==> config.mk <==
export PLATFORM = sky130hd
export DESIGN_NAME = regfile_operand_fetch_flat
export DESIGN_NICKNAME = d
export VERILOG_FILES = /design/src/rtl/regfile_pkg.sv /design/src/rtl/regfile_operand_fetch_if.sv /design/src/rtl/opfetch_scoreboard.sv /design/src/rtl/regfile_operand_fetch.sv /design/src/flat_wrapper.sv
export SDC_FILE = /design/constraint.sdc
export NUM_CORES = 1
export LEC_CHECK = 0
export CORE_UTILIZATION = 55
export DETAILED_ROUTE_END_ITERATION = 8
export DONT_BUFFER_PORTS = 1
export PLACE_DENSITY_LB_ADDON = 0.1
export SYNTH_ARGS = -nofsm -noshare
export SYNTH_HDL_FRONTEND = slang
export SYNTH_SLANG_ARGS = --single-unit
==> constraint.sdc <==
create_clock -name clk -period 5.9 [get_ports clk]
set_input_delay 0.885 -clock clk [delete_from_list [all_inputs] [get_ports clk]]
set_output_delay 0.885 -clock clk [all_outputs]
set_load 0.01 [all_outputs]
==> src/rtl/regfile_pkg.sv <==
// Shared register-file constants and types, used by the operand fetch stage
// and by registerfile.
package regfile_pkg;

  localparam int REG_ADDR_W = 5;
  localparam int REG_DATA_W = 32;
  localparam int NUM_REGS   = 32;

  typedef logic [REG_ADDR_W-1:0] reg_addr_t;
  typedef logic [REG_DATA_W-1:0] reg_data_t;
  typedef logic [NUM_REGS-1:0]   pending_vec_t;

  function automatic pending_vec_t reg_onehot(input reg_addr_t addr);
    reg_onehot = pending_vec_t'(1) << addr;
  endfunction

endpackage

==> src/rtl/regfile_operand_fetch_if.sv <==
// Bundle of per-lane decode, register-file, writeback and execute signals
// around the operand fetch stage; master = fetch stage, slave = its surroundings.
interface regfile_operand_fetch_if #(
  parameter int cores = 1
);
  import regfile_pkg::*;

  logic      [cores-1:0] in_valid;
  logic      [cores-1:0] in_ready;
  reg_addr_t [cores-1:0] in_rs;
  reg_addr_t [cores-1:0] in_rt;
  reg_addr_t [cores-1:0] in_rd;
  logic      [cores-1:0] in_writes_rd;

  reg_addr_t [cores-1:0] read_address_1;
  reg_addr_t [cores-1:0] read_address_2;
  reg_data_t [cores-1:0] read_data_1;
  reg_data_t [cores-1:0] read_data_2;

  logic      [cores-1:0] wb_valid;
  reg_addr_t [cores-1:0] wb_address;
  reg_data_t [cores-1:0] wb_data;

  logic      [cores-1:0] out_valid;
  logic      [cores-1:0] out_ready;
  reg_data_t [cores-1:0] out_rs_data;
  reg_data_t [cores-1:0] out_rt_data;
  reg_addr_t [cores-1:0] out_rd;
  logic      [cores-1:0] out_writes_rd;

  modport master (
    input  in_valid, in_rs, in_rt, in_rd, in_writes_rd,
    input  read_data_1, read_data_2,
    input  wb_valid, wb_address, wb_data,
    input  out_ready,
    output in_ready, read_address_1, read_address_2,
    output out_valid, out_rs_data, out_rt_data, out_rd, out_writes_rd
  );

  modport slave (
    output in_valid, in_rs, in_rt, in_rd, in_writes_rd,
    output read_data_1, read_data_2,
    output wb_valid, wb_address, wb_data,
    output out_ready,
    input  in_ready, read_address_1, read_address_2,
    input  out_valid, out_rs_data, out_rt_data, out_rd, out_writes_rd
  );

endinterface

==> src/rtl/opfetch_scoreboard.sv <==
// One lane's pending-register scoreboard: RAW/WAW hazard check and set/clear.
// REGFILE_OPFETCH_BYPASS_EN lets a same-cycle writeback relieve the hazard.
module opfetch_scoreboard
  import regfile_pkg::*;
(
  input  logic      clk,
  input  logic      reset,
  input  reg_addr_t rs,
  input  reg_addr_t rt,
  input  reg_addr_t rd,
  input  logic      writes_rd,
  input  logic      accept,
  input  logic      wb_valid,
  input  reg_addr_t wb_address,
  output logic      stall,
  output logic      rs_fwd,
  output logic      rt_fwd
);

  pending_vec_t pending_q, pending_d;
  logic         rd_relief;

  always_comb begin : hazard_check
`ifdef REGFILE_OPFETCH_BYPASS_EN
    rs_fwd    = wb_valid && (wb_address == rs);
    rt_fwd    = wb_valid && (wb_address == rt);
    rd_relief = wb_valid && (wb_address == rd);
`else
    rs_fwd    = 1'b0;
    rt_fwd    = 1'b0;
    rd_relief = 1'b0;
`endif
    // Bit 0 is never set, so register 0 can never raise a hazard.
    stall = (pending_q[rs] && !rs_fwd) ||
            (pending_q[rt] && !rt_fwd) ||
            (writes_rd && (rd != '0) && pending_q[rd] && !rd_relief);
  end

  always_comb begin : pending_next
    pending_d = pending_q;
    if (wb_valid) begin
      pending_d = pending_d & ~reg_onehot(wb_address);
    end
    // Applied after the clear so a new producer of the same register wins.
    if (accept && writes_rd && (rd != '0)) begin
      pending_d = pending_d | reg_onehot(rd);
    end
    pending_d[0] = 1'b0;
  end

  always_ff @(posedge clk) begin
    if (reset) begin
      pending_q <= '0;
    end else begin
      pending_q <= pending_d;
    end
  end

endmodule

==> src/rtl/regfile_operand_fetch.sv <==
// Per-lane operand fetch between decode and execute, with scoreboard stall.
// Define REGFILE_OPFETCH_BYPASS_EN to forward writeback data into the operands.
module regfile_operand_fetch
  import regfile_pkg::*;
#(
  parameter int cores = 1
) (
  input logic                     clk,
  input logic                     reset,
  regfile_operand_fetch_if.master bus
);

  logic      [cores-1:0] stall;
  logic      [cores-1:0] rs_fwd;
  logic      [cores-1:0] rt_fwd;
  logic      [cores-1:0] in_ready;
  logic      [cores-1:0] accept;

  logic      [cores-1:0] out_valid_q, out_valid_d;
  logic      [cores-1:0] out_writes_rd_q, out_writes_rd_d;
  reg_data_t [cores-1:0] out_rs_data_q, out_rs_data_d;
  reg_data_t [cores-1:0] out_rt_data_q, out_rt_data_d;
  reg_addr_t [cores-1:0] out_rd_q, out_rd_d;

  function automatic reg_data_t operand_value(input reg_addr_t addr,
                                              input logic      fwd,
                                              input reg_data_t wb_val,
                                              input reg_data_t rf_val);
    if (addr == '0) begin
      operand_value = '0;
    end else if (fwd) begin
      operand_value = wb_val;
    end else begin
      operand_value = rf_val;
    end
  endfunction

  for (genvar l = 0; l < cores; l++) begin : g_lane
    opfetch_scoreboard u_sb (
      .clk        (clk),
      .reset      (reset),
      .rs         (bus.in_rs[l]),
      .rt         (bus.in_rt[l]),
      .rd         (bus.in_rd[l]),
      .writes_rd  (bus.in_writes_rd[l]),
      .accept     (accept[l]),
      .wb_valid   (bus.wb_valid[l]),
      .wb_address (bus.wb_address[l]),
      .stall      (stall[l]),
      .rs_fwd     (rs_fwd[l]),
      .rt_fwd     (rt_fwd[l])
    );
  end

  always_comb begin : issue_ctrl
    in_ready = '0;
    accept   = '0;
    for (int l = 0; l < cores; l++) begin
      in_ready[l] = !stall[l] && (!out_valid_q[l] || bus.out_ready[l]);
      accept[l]   = bus.in_valid[l] && in_ready[l];
    end
  end

  always_comb begin : out_next
    out_valid_d     = out_valid_q;
    out_writes_rd_d = out_writes_rd_q;
    out_rs_data_d   = out_rs_data_q;
    out_rt_data_d   = out_rt_data_q;
    out_rd_d        = out_rd_q;
    for (int l = 0; l < cores; l++) begin
      if (accept[l]) begin
        out_valid_d[l]     = 1'b1;
        out_rs_data_d[l]   = operand_value(bus.in_rs[l], rs_fwd[l],
                                           bus.wb_data[l], bus.read_data_1[l]);
        out_rt_data_d[l]   = operand_value(bus.in_rt[l], rt_fwd[l],
                                           bus.wb_data[l], bus.read_data_2[l]);
        out_rd_d[l]        = bus.in_rd[l];
        out_writes_rd_d[l] = bus.in_writes_rd[l];
      end else if (out_valid_q[l] && bus.out_ready[l]) begin
        out_valid_d[l] = 1'b0;
      end
    end
  end

  // Execute-side output register
  always_ff @(posedge clk) begin
    if (reset) begin
      out_valid_q     <= '0;
      out_writes_rd_q <= '0;
      out_rs_data_q   <= '0;
      out_rt_data_q   <= '0;
      out_rd_q        <= '0;
    end else begin
      out_valid_q     <= out_valid_d;
      out_writes_rd_q <= out_writes_rd_d;
      out_rs_data_q   <= out_rs_data_d;
      out_rt_data_q   <= out_rt_data_d;
      out_rd_q        <= out_rd_d;
    end
  end

  assign bus.in_ready       = in_ready;
  assign bus.read_address_1 = bus.in_rs;
  assign bus.read_address_2 = bus.in_rt;
  assign bus.out_valid      = out_valid_q;
  assign bus.out_rs_data    = out_rs_data_q;
  assign bus.out_rt_data    = out_rt_data_q;
  assign bus.out_rd         = out_rd_q;
  assign bus.out_writes_rd  = out_writes_rd_q;

endmodule

==> src/flat_wrapper.sv <==
// flat-port wrapper written by rule: the top's interface ports become plain ports
module regfile_operand_fetch_flat import regfile_pkg::*;
#(
  parameter int cores = 1
)
  (clk, reset, bus_in_valid, bus_in_rs, bus_in_rt, bus_in_rd, bus_in_writes_rd, bus_read_data_1, bus_read_data_2, bus_wb_valid, bus_wb_address, bus_wb_data, bus_out_ready, bus_in_ready, bus_read_address_1, bus_read_address_2, bus_out_valid, bus_out_rs_data, bus_out_rt_data, bus_out_rd, bus_out_writes_rd);
  regfile_operand_fetch_if #(.cores(cores)) bus_i ();
  input logic clk;
  input logic reset;
  input wire logic [$bits(bus_i.in_valid)-1:0] bus_in_valid;
  input wire logic [$bits(bus_i.in_rs)-1:0] bus_in_rs;
  input wire logic [$bits(bus_i.in_rt)-1:0] bus_in_rt;
  input wire logic [$bits(bus_i.in_rd)-1:0] bus_in_rd;
  input wire logic [$bits(bus_i.in_writes_rd)-1:0] bus_in_writes_rd;
  input wire logic [$bits(bus_i.read_data_1)-1:0] bus_read_data_1;
  input wire logic [$bits(bus_i.read_data_2)-1:0] bus_read_data_2;
  input wire logic [$bits(bus_i.wb_valid)-1:0] bus_wb_valid;
  input wire logic [$bits(bus_i.wb_address)-1:0] bus_wb_address;
  input wire logic [$bits(bus_i.wb_data)-1:0] bus_wb_data;
  input wire logic [$bits(bus_i.out_ready)-1:0] bus_out_ready;
  output wire logic [$bits(bus_i.in_ready)-1:0] bus_in_ready;
  output wire logic [$bits(bus_i.read_address_1)-1:0] bus_read_address_1;
  output wire logic [$bits(bus_i.read_address_2)-1:0] bus_read_address_2;
  output wire logic [$bits(bus_i.out_valid)-1:0] bus_out_valid;
  output wire logic [$bits(bus_i.out_rs_data)-1:0] bus_out_rs_data;
  output wire logic [$bits(bus_i.out_rt_data)-1:0] bus_out_rt_data;
  output wire logic [$bits(bus_i.out_rd)-1:0] bus_out_rd;
  output wire logic [$bits(bus_i.out_writes_rd)-1:0] bus_out_writes_rd;
  assign bus_i.in_valid = bus_in_valid;
  assign bus_i.in_rs = bus_in_rs;
  assign bus_i.in_rt = bus_in_rt;
  assign bus_i.in_rd = bus_in_rd;
  assign bus_i.in_writes_rd = bus_in_writes_rd;
  assign bus_i.read_data_1 = bus_read_data_1;
  assign bus_i.read_data_2 = bus_read_data_2;
  assign bus_i.wb_valid = bus_wb_valid;
  assign bus_i.wb_address = bus_wb_address;
  assign bus_i.wb_data = bus_wb_data;
  assign bus_i.out_ready = bus_out_ready;
  assign bus_in_ready = bus_i.in_ready;
  assign bus_read_address_1 = bus_i.read_address_1;
  assign bus_read_address_2 = bus_i.read_address_2;
  assign bus_out_valid = bus_i.out_valid;
  assign bus_out_rs_data = bus_i.out_rs_data;
  assign bus_out_rt_data = bus_i.out_rt_data;
  assign bus_out_rd = bus_i.out_rd;
  assign bus_out_writes_rd = bus_i.out_writes_rd;
  regfile_operand_fetch #(.cores(cores)) u_core (.clk(clk), .reset(reset), .bus(bus_i));
endmodule
Yosys cells after proc, flatten, opt, wreduce, memory -nomap -nowiden --
Index checks and enable logic that the tools add are counted. W data, S select, Z words.
Word-level totals: register bits 103, input port bits 122, output and inout bits 82, logic and storage cells 43
Operators by class: magnitude comparators 3, shift operators 2, multiplexer cells 12, bitwise operators 3, reduce and logical (&&, ||, !) cells 16
Operators with widths (number):
- $mux W32 | 4
- $shl A1 B5 Y32 const A | 2
- $and A32 B32 Y32 | 1
- $not A32 Y32 | 1
- $or A32 B32 Y32 | 1
- $lt A5 B6 Y1 const B | 3
- $bmux W1 S5 | 3
- $logic_not A5 Y1 | 2
- $logic_and A1 B1 Y1 | 7
- $mux W1 | 5
- $reduce_bool A5 Y1 | 1
- $logic_or A1 B1 Y1 | 3
- $logic_not A1 Y1 | 2
- $reduce_bool A2 Y1 | 1

Logic depth before layout (Yosys ltp) --
Gate-level depths: netlist of the first run.
depth after elaboration 10, mapped depth 10, mapped depth without buffers 6

Cells and area by module --
From an unflattened synthesis of the first run, not the netlist that was laid out.
Unflattened totals: cell total of the unflattened synthesis 655, area, all modules 6563.8 um2
By module, submodules not included:
- regfile_operand_fetch | instances 1, cells each 403, area an instance 4401.7 um2
- opfetch_scoreboard | instances 1, cells each 252, area an instance 2162.1 um2

Worst setup path before layout of the first run --
Ideal clock, no wire load.
path type in2out, from input port bus_in_rd[0], to output port bus_in_ready, arrival 2356 ps, data required time 5015 ps, path slack 2659 ps, stages on the path 6, path buffers 1, cells stage by stage buf_4 > mux4_2 > a311oi_2 > o32ai_1 > o21ai_2 > and3_1
Between the ends: longest elaborated chain between the ends 6
RTL lines:
- from (decl) | line flat_wrapper.sv:13 | input wire logic [$bits(bus_i.in_rd)-1:0] bus_in_rd;
- $bmux W1 S5 / $reduce_bool A5 Y1 (equally long branches) | line opfetch_scoreboard.sv:36 | (writes_rd && (rd != '0) && pending_q[rd] && !rd_relief);
- $mux W1 (implied by the code) / $logic_and A1 B1 Y1 (equally long branches) | line opfetch_scoreboard.sv:36
- $logic_and A1 B1 Y1 * | line opfetch_scoreboard.sv:36
- $logic_or A1 B1 Y1 * | line opfetch_scoreboard.sv:35 | (pending_q[rt] && !rt_fwd) ||
- $logic_not A1 Y1 * | line regfile_operand_fetch.sv:59 | in_ready[l] = !stall[l] && (!out_valid_q[l] || bus.out_ready[l]);
- $logic_and A1 B1 Y1 * | line regfile_operand_fetch.sv:59
- to (decl) | line flat_wrapper.sv:21 | output wire logic [$bits(bus_i.in_ready)-1:0] bus_in_ready;
Mark *: on every way between the ends. The rest lies on a longest branch, timed or not. The select of a mux whose other input is x is not followed.

Worst setup path after layout of the first run --
from input port bus_in_rt[0], to register u_core.out_writes_rd_q, in the netlist u_core.bus.out_writes_rd
Between the ends: longest elaborated chain between the ends 7
RTL lines:
- from (decl) | line flat_wrapper.sv:12 | input wire logic [$bits(bus_i.in_rt)-1:0] bus_in_rt;
- $bmux W1 S5 | line opfetch_scoreboard.sv:35
- $mux W1 (implied by the code) | line opfetch_scoreboard.sv:35
- $logic_or A1 B1 Y1 | line opfetch_scoreboard.sv:34 | stall = (pending_q[rs] && !rs_fwd) ||
- $logic_or A1 B1 Y1 | line opfetch_scoreboard.sv:35
- $logic_not A1 Y1 | line regfile_operand_fetch.sv:59
- $logic_and A1 B1 Y1 | line regfile_operand_fetch.sv:59
- $logic_and A1 B1 Y1 | line regfile_operand_fetch.sv:60 | accept[l] = bus.in_valid[l] && in_ready[l];
- to (signal assigned) | line regfile_operand_fetch.sv:95 | out_writes_rd_q <= out_writes_rd_d;
- to (decl) | line regfile_operand_fetch.sv:20 | logic [cores-1:0] out_writes_rd_q, out_writes_rd_d;
Every way passes these cells. The select of a mux whose other input is x is not followed. A chain may end at the register's enable or synchronous reset.

==> impl_metrics.ini, run 1 <==
[logic_synthesis]
synth_enable_flop_cells = 0
syn_inst = 577
yosys.area_share.simple_pct = 19.49
yosys_register_bits = 102
synth_largest_area_cell = dfxtp_1
synth.most_common_cell = nand2_1
syn_nets = 699
synth-compound-area-share_pct = 12.76
synth_flop_cell = dfxtp_1
synth_top_family_by_area = multiplexers
ys_seq_area_share_pct = 38.42
syn_area_per_cell_sq_um = 9.212
synthTopCellsByArea = dfxtp_1, mux2i_1, nand2_1, mux4_2, o41ai_2
syn-cell-area_sq_um = 5315
synth_warnings = 0
synthMuxAreaShare_pct = 22.81
ys_top_cells_by_count = nand2_1, dfxtp_1, mux2i_1, clkbuf_1
synthXorXnorAreaFrac_pct = 0
yosysTopAreaCellShare_pct = 38.42
synthAdderAreaFrac_pct = 0
synth_cell_types = 47
async_flop_share_pct = 0

[clocking]
cts_root_buffer = clkbuf_8
postCtsHoldBufs = 0
cts_resized = 0
cts_setup_buffers = 0
h-tree-depth = 3
clock-sinks = 102
clk_latency_ns = 0.38
clkSlewWorstSetupHoldPaths_ns = 0.10
cts_buffer_depth = 2
tritoncts = yes
cts_made_buffers = 9

[pwr]
ir_drop_mv = 0.1699
power_frac_seq_pct = 56.2
p_int_uw = 971.4
p_clk_share_pct = 32.0
power.leakage_uw = 0.002256
swShare_pct = 29.27
power.density_nw_per_um2 = 253.5
switching_power_uw = 402.0
combinationalPowerShare_pct = 11.9

[placed_design]
dp_cells = 654
io_buffer_count = 0
place_congestion = 0.8406
dp_hpwl_um = 9087
place_area_sq_um = 5218

[timing]
setup_viol = 0
holdWs_ns = 0.5097
finClkSkew_ns = 0.01401
max-slew-margin-rel_pct = 45.84
hold_viol_final = 0
setup_tns_ns = 0
slew_viol_final = 0
period_minus_slack_ns = 3.426
worst_pin_slew_ns = 0.8125
fin_crit_sh_pct = 58.07
rsz0062_at_grt = no
timing.fmax_ghz = 0.2919

[global_route]
use_met3_pct = 7.242
antenna_found_initial = 0
grt_max_degree = 70
met1_usage_pct = 32.36
grt_use_total_pct = 25.34
overflow = 0
use_met2_pct = 42.15
grt_pass1_wl_um = 20040
grt_pass1_vias = 3976
busiest_layer = met2

[worst_setup_path]
crit_top_cell = buf_4
path_cells = mux4_2, inv_1, a2111oi_0, nor4_2, nand4_4, buf_4, buf_4, mux2_1
cp-end-kind = register
reg2reg_depth = 8
path_max_fanout = 57
cp.required_ns = 6.16
rr_startpoint = u_core.g_lane[0].u_sb.pending_q[7]
crit_slowest_cell = buf_4
crit_path_start_kind = input pin
cp_slowest_stage_delay_ns = 0.78
worstPathArrival_ns = 3.68
r2r_slack_ns = 2.60
crit_type = in -> reg
rr_endpoint = u_core.bus.out_writes_rd

[detailed_routing]
wirelength_um = 12860
vias = 4183
vias_per_cell = 6.243
initialDrtViolationCount = 287
drc = 0
dr.pass1.iters = 4
antenna_left = 0
wl_per_cell_um = 19.19

[floorplanning]
die_h_um = 100.3
die-width_um = 100.3
num_rows = 35
initial_core_util_pct = 57.25
io_pins = 204
die_area_sq_um = 10060
core_sq_um = 9284

[hold_path]
min_from = u_core.bus.out_rd[3]
min_path_cells = 2
min_path_type = reg -> reg
whs_endpoint = u_core.bus.out_rd[3]

[cells_and_area]
layout-drive-gt1-share_pct = 12.38
design_area_sq_um = 5418
fin_nets = 658
n_fill_cell = 862
syn_to_final_growth_pct = 1.930
utilization_pct = 58.36
multi_input_area_sq_um = 2943
regArea_sq_um = 2042
n_antenna_cell = 0
final-instance-count-excl-fill = 670

[run_status]
status = finished clean

[job]
drv_cap = 0
-- area by class of cell --
class                           count  area share (%)
Multi-Input combinational cell    409           54.32
Sequential cell                   102           37.69
Tap cell                          129           2.979
Clock buffer                       10           2.540
Clock inverter                      6           1.155
Timing Repair Buffer                5          0.6928
Inverter                            9          0.6236
-- worst max-delay path: cells and delay by family --
family          cells  cell delay (ns)
buf+inv             3             1.34
mux                 2             0.69
compound gates      1             0.48
simple gates        2             0.23
-- worst max-delay path by stage --
stage                            start                  endpoint  slack, ns  depth (start not counted)
after global routing      bus_in_rt[0]  u_core.bus.out_writes_rd       2.26                          8
after floorplan           bus_in_rd[0]              bus_in_ready       2.66                          6
after global placement    bus_in_rt[0]  u_core.bus.out_writes_rd       2.13                          8
after detailed placement  bus_in_rt[0]  u_core.bus.out_writes_rd       2.11                          8
final                     bus_in_rt[0]  u_core.bus.out_writes_rd       2.47                          8
after CTS                 bus_in_rt[0]  u_core.bus.out_writes_rd       2.50                          8
-- cells in the final DEF (no fill, tap or decap), types with 2 or more instances in the layout --
| cell type | netlist | layout |
|---|---|---|
| nand2_1 | 156 | 156 |
| nor4_2 | 2 | 2 |
| nor4b_1 | 2 | 2 |
| mux2_2 | 9 | 9 |
| buf_4 | 12 | 5 |
| o41ai_2 | 12 | 12 |
| a31o_2 | 3 | 3 |
| mux2_1 | 4 | 4 |
| a2111oi_0 | 2 | 2 |
| nor2_1 | 10 | 10 |
| o31ai_1 | 9 | 9 |
| o22ai_1 | 9 | 9 |
| nand4_1 | 3 | 3 |
| nand4b_1 | 2 | 2 |
| and3b_1 | 2 | 2 |
| nand3_1 | 14 | 14 |
| o21ai_0 | 8 | 8 |
| a21oi_2 | 0 | 2 |
| mux4_2 | 14 | 14 |
| inv_1 | 9 | 8 |
| mux2i_1 | 75 | 75 |
| dfxtp_1 | 102 | 102 |
| o311ai_0 | 5 | 5 |
| a221oi_1 | 2 | 2 |
| nor2b_1 | 10 | 10 |
| a311o_1 | 2 | 2 |
| and3_1 | 5 | 5 |
| nor3_1 | 6 | 6 |
| o211ai_1 | 14 | 14 |
| nor4_1 | 2 | 2 |
| nand2b_1 | 7 | 7 |
| clkbuf_8 | 0 | 10 |
| inv_6 | 0 | 3 |
| or3_1 | 6 | 6 |
-- layer usage --
| metal | vias to the layer above | part of all wire (%) | wire length (um) |
|---|---|---|---|
| met4 | 0 | 0.93 | 120 |
| met5 | - | 0 | 0 |
| met1 | 2025 | 42 | 5375 |
| met3 | 13 | 8.5 | 1093 |
| li1 | 1964 | - | - |
| met2 | 181 | 49 | 6271 |
-- flip-flops by register name, summed over array words and instances, names as in the netlist --
| register | cells |
|---|---|
| u_core.bus.out_rd | 5 |
| u_core.bus.out_rs_data | 32 |
| u_core.bus.out_rt_data | 32 |
| u_core.bus.out_valid | 1 |
| u_core.bus.out_writes_rd | 1 |
| u_core.g_lane.u_sb.pending_q | 31 |
-- power groups by stage --
stage / Sequential (uW) / Combinational, uW / Clock [uW]
finish: 771 / 163 / 439
global route: 776 / 178 / 485
CTS: 772 / 164 / 452
detailed placement: 787 / 165 / 0
global placement: 787 / 158 / 0
floorplan: 778 / 167 / 0
-- metrics by stage --
step	setup slack, ns	power [uW]
2_1_floorplan	2.659	945.0
3_3_place_gp	2.133	945.1
3_5_place_dp	2.111	951.5
4_1_cts	2.496	1388
5_1_grt	2.262	1439
6_report	2.474	1373
-- logic make-up (layout without fill, tap and decap cells) --
family,Yosys count,count (layout)
and+or+nand+nor,230,230
DFF,102,102
muxes,102,102
buffers and inverters,66,30
AOI/OAI and AO/OA,77,77
No activity file was read; power rests on OpenSTA's default activity.
==> run 2: changes to the inputs <==
Clock period 5.9 ns to 3.5 ns, I/O delays scaled along.
==> run 2 against run 1 <==
Via count shrank 1.6%. Final cell count up 0.15%. Sequential share of layout area is essentially flat. Design area fell by 0.12%. Clock-buffer cell count unchanged. Clock skew increased by 0.00094 ns. Worst hold slack lost 0.30 ns. Sequential cell count unchanged.
==> impl_metrics.ini, run 2 (synthesized netlist as in run 1, its figures left out) <==
[run_status]
status = finished clean

[detailed_routing]
dr.pass1.iters = 5
initialDrtViolationCount = 186
vias_per_cell = 6.137
drc = 0
antenna_left = 0
vias = 4118
wl_per_cell_um = 19.24
wirelength_um = 12910

[global_route]
grt_use_total_pct = 25.53
grt_max_degree = 60
grt_pass1_vias = 4039
antenna_found_initial = 0
grt_pass1_wl_um = 20130
overflow = 0

[job]
drv_cap = 0

[timing]
rsz0062_at_grt = no
max-slew-margin-rel_pct = 54.95
timing.fmax_ghz = 0.3386
finClkSkew_ns = 0.01494
fin_crit_sh_pct = 84.39
period_minus_slack_ns = 2.954
worst_pin_slew_ns = 0.6741
setup_viol = 0
hold_viol_final = 0
setup_tns_ns = 0
slew_viol_final = 0
holdWs_ns = 0.2095

[cells_and_area]
n_antenna_cell = 0
layout_common_cells = nand2_1, dfxtp_1, mux2i_1
syn_to_final_growth_pct = 1.813
fin_nets = 659
layout_commonest_cell = nand2_1
layout-drive-gt1-share_pct = 12.36

[floorplanning]
core_sq_um = 9284
die_h_um = 100.3
num_rows = 35
die-width_um = 100.3
die_area_sq_um = 10060
io_pins = 204
initial_core_util_pct = 57.25

[clocking]
clk_latency_ns = 0.38
h-tree-depth = 3
postCtsHoldBufs = 0
cts_resized = 0
cts_root_buffer = clkbuf_8
clkSlewWorstSetupHoldPaths_ns = 0.10
clock-sinks = 102
tritoncts = yes
cts_setup_buffers = 0
cts_made_buffers = 9
cts_buffer_depth = 2

[pwr]
power.leakage_uw = 0.002248
ir_drop_mv = 0.2666
power.density_nw_per_um2 = 423.0

[placed_design]
place_congestion = 0.8434
io_buffer_count = 0
dp_hpwl_um = 9178

[worst_setup_path]
crit_path_start_kind = register
cp-end-kind = register
cp.required_ns = 3.74
path_max_fanout = 37
crit_type = reg -> reg
worstPathArrival_ns = 3.20

[hold_path]
min_path_type = in -> reg
[run 2: area by class of cell]
class	instances	area, sq um
Multi-Input combinational cell	409	2943
Fill cell	883	3872
Sequential cell	102	2042
Inverter	9	33.78
Tap cell	129	161.4
Timing Repair Buffer	6	45.04
Clock inverter	6	58.81
Clock buffer	10	127.6
[run 2: metrics by stage]
stage	power, uW	instances	setup WS [ns]	utilization, %	cell area [sq um]
global placement	1593	655	0.4391	56.28	5225
finish	2289	671	0.5465	58.29	5411
detailed placement	1602	655	0.4145	56.28	5225
global route	2384	671	0.4141	58.29	5411
CTS	2302	671	0.5740	58.29	5411
floorplan	1593	577	0.9663	-	5315
[run 2: final timing paths]
kind,start,endpoint,slack (ns),cells after the start
max,u_core.g_lane[0].u_sb.pending_q[23],u_core.bus.out_rt_data[10],0.55,7
min,reset,u_core.bus.out_valid,0.21,1
max reg2reg,u_core.g_lane[0].u_sb.pending_q[23],u_core.bus.out_rt_data[10],0.55,7
min reg2reg,u_core.bus.out_rd[3],u_core.bus.out_rd[3],0.51,2
[run 2: report_power, final]
part           total [uW]  switching [uW]  internal (uW)  leakage, uW
clock network         714             443            271    0.0000898
registers            1300            74.8           1230     0.000831
logic                 275             161            114      0.00133
total                2290             679           1610      0.00225
[run 2: metal layers]
metal / GRT usage, % / up-vias / wire length, um
li1: - / 1971 / -
met1: 33.35 / 1925 / 5420
met2: 41.20 / 208 / 6060
met3: 6.825 / 14 / 1283
met4: 8.027 / 0 / 143
met5: 0 / - / 0
[run 2: worst max-delay path: stages (launching register included)]
cell	delay (ns)
dfxtp_1	0.38
mux4_2	0.52
a311oi_2	0.31
o32ai_1	0.13
o21ai_2	0.22
nand4_4	0.51
buf_4	0.53
mux2i_1	0.19
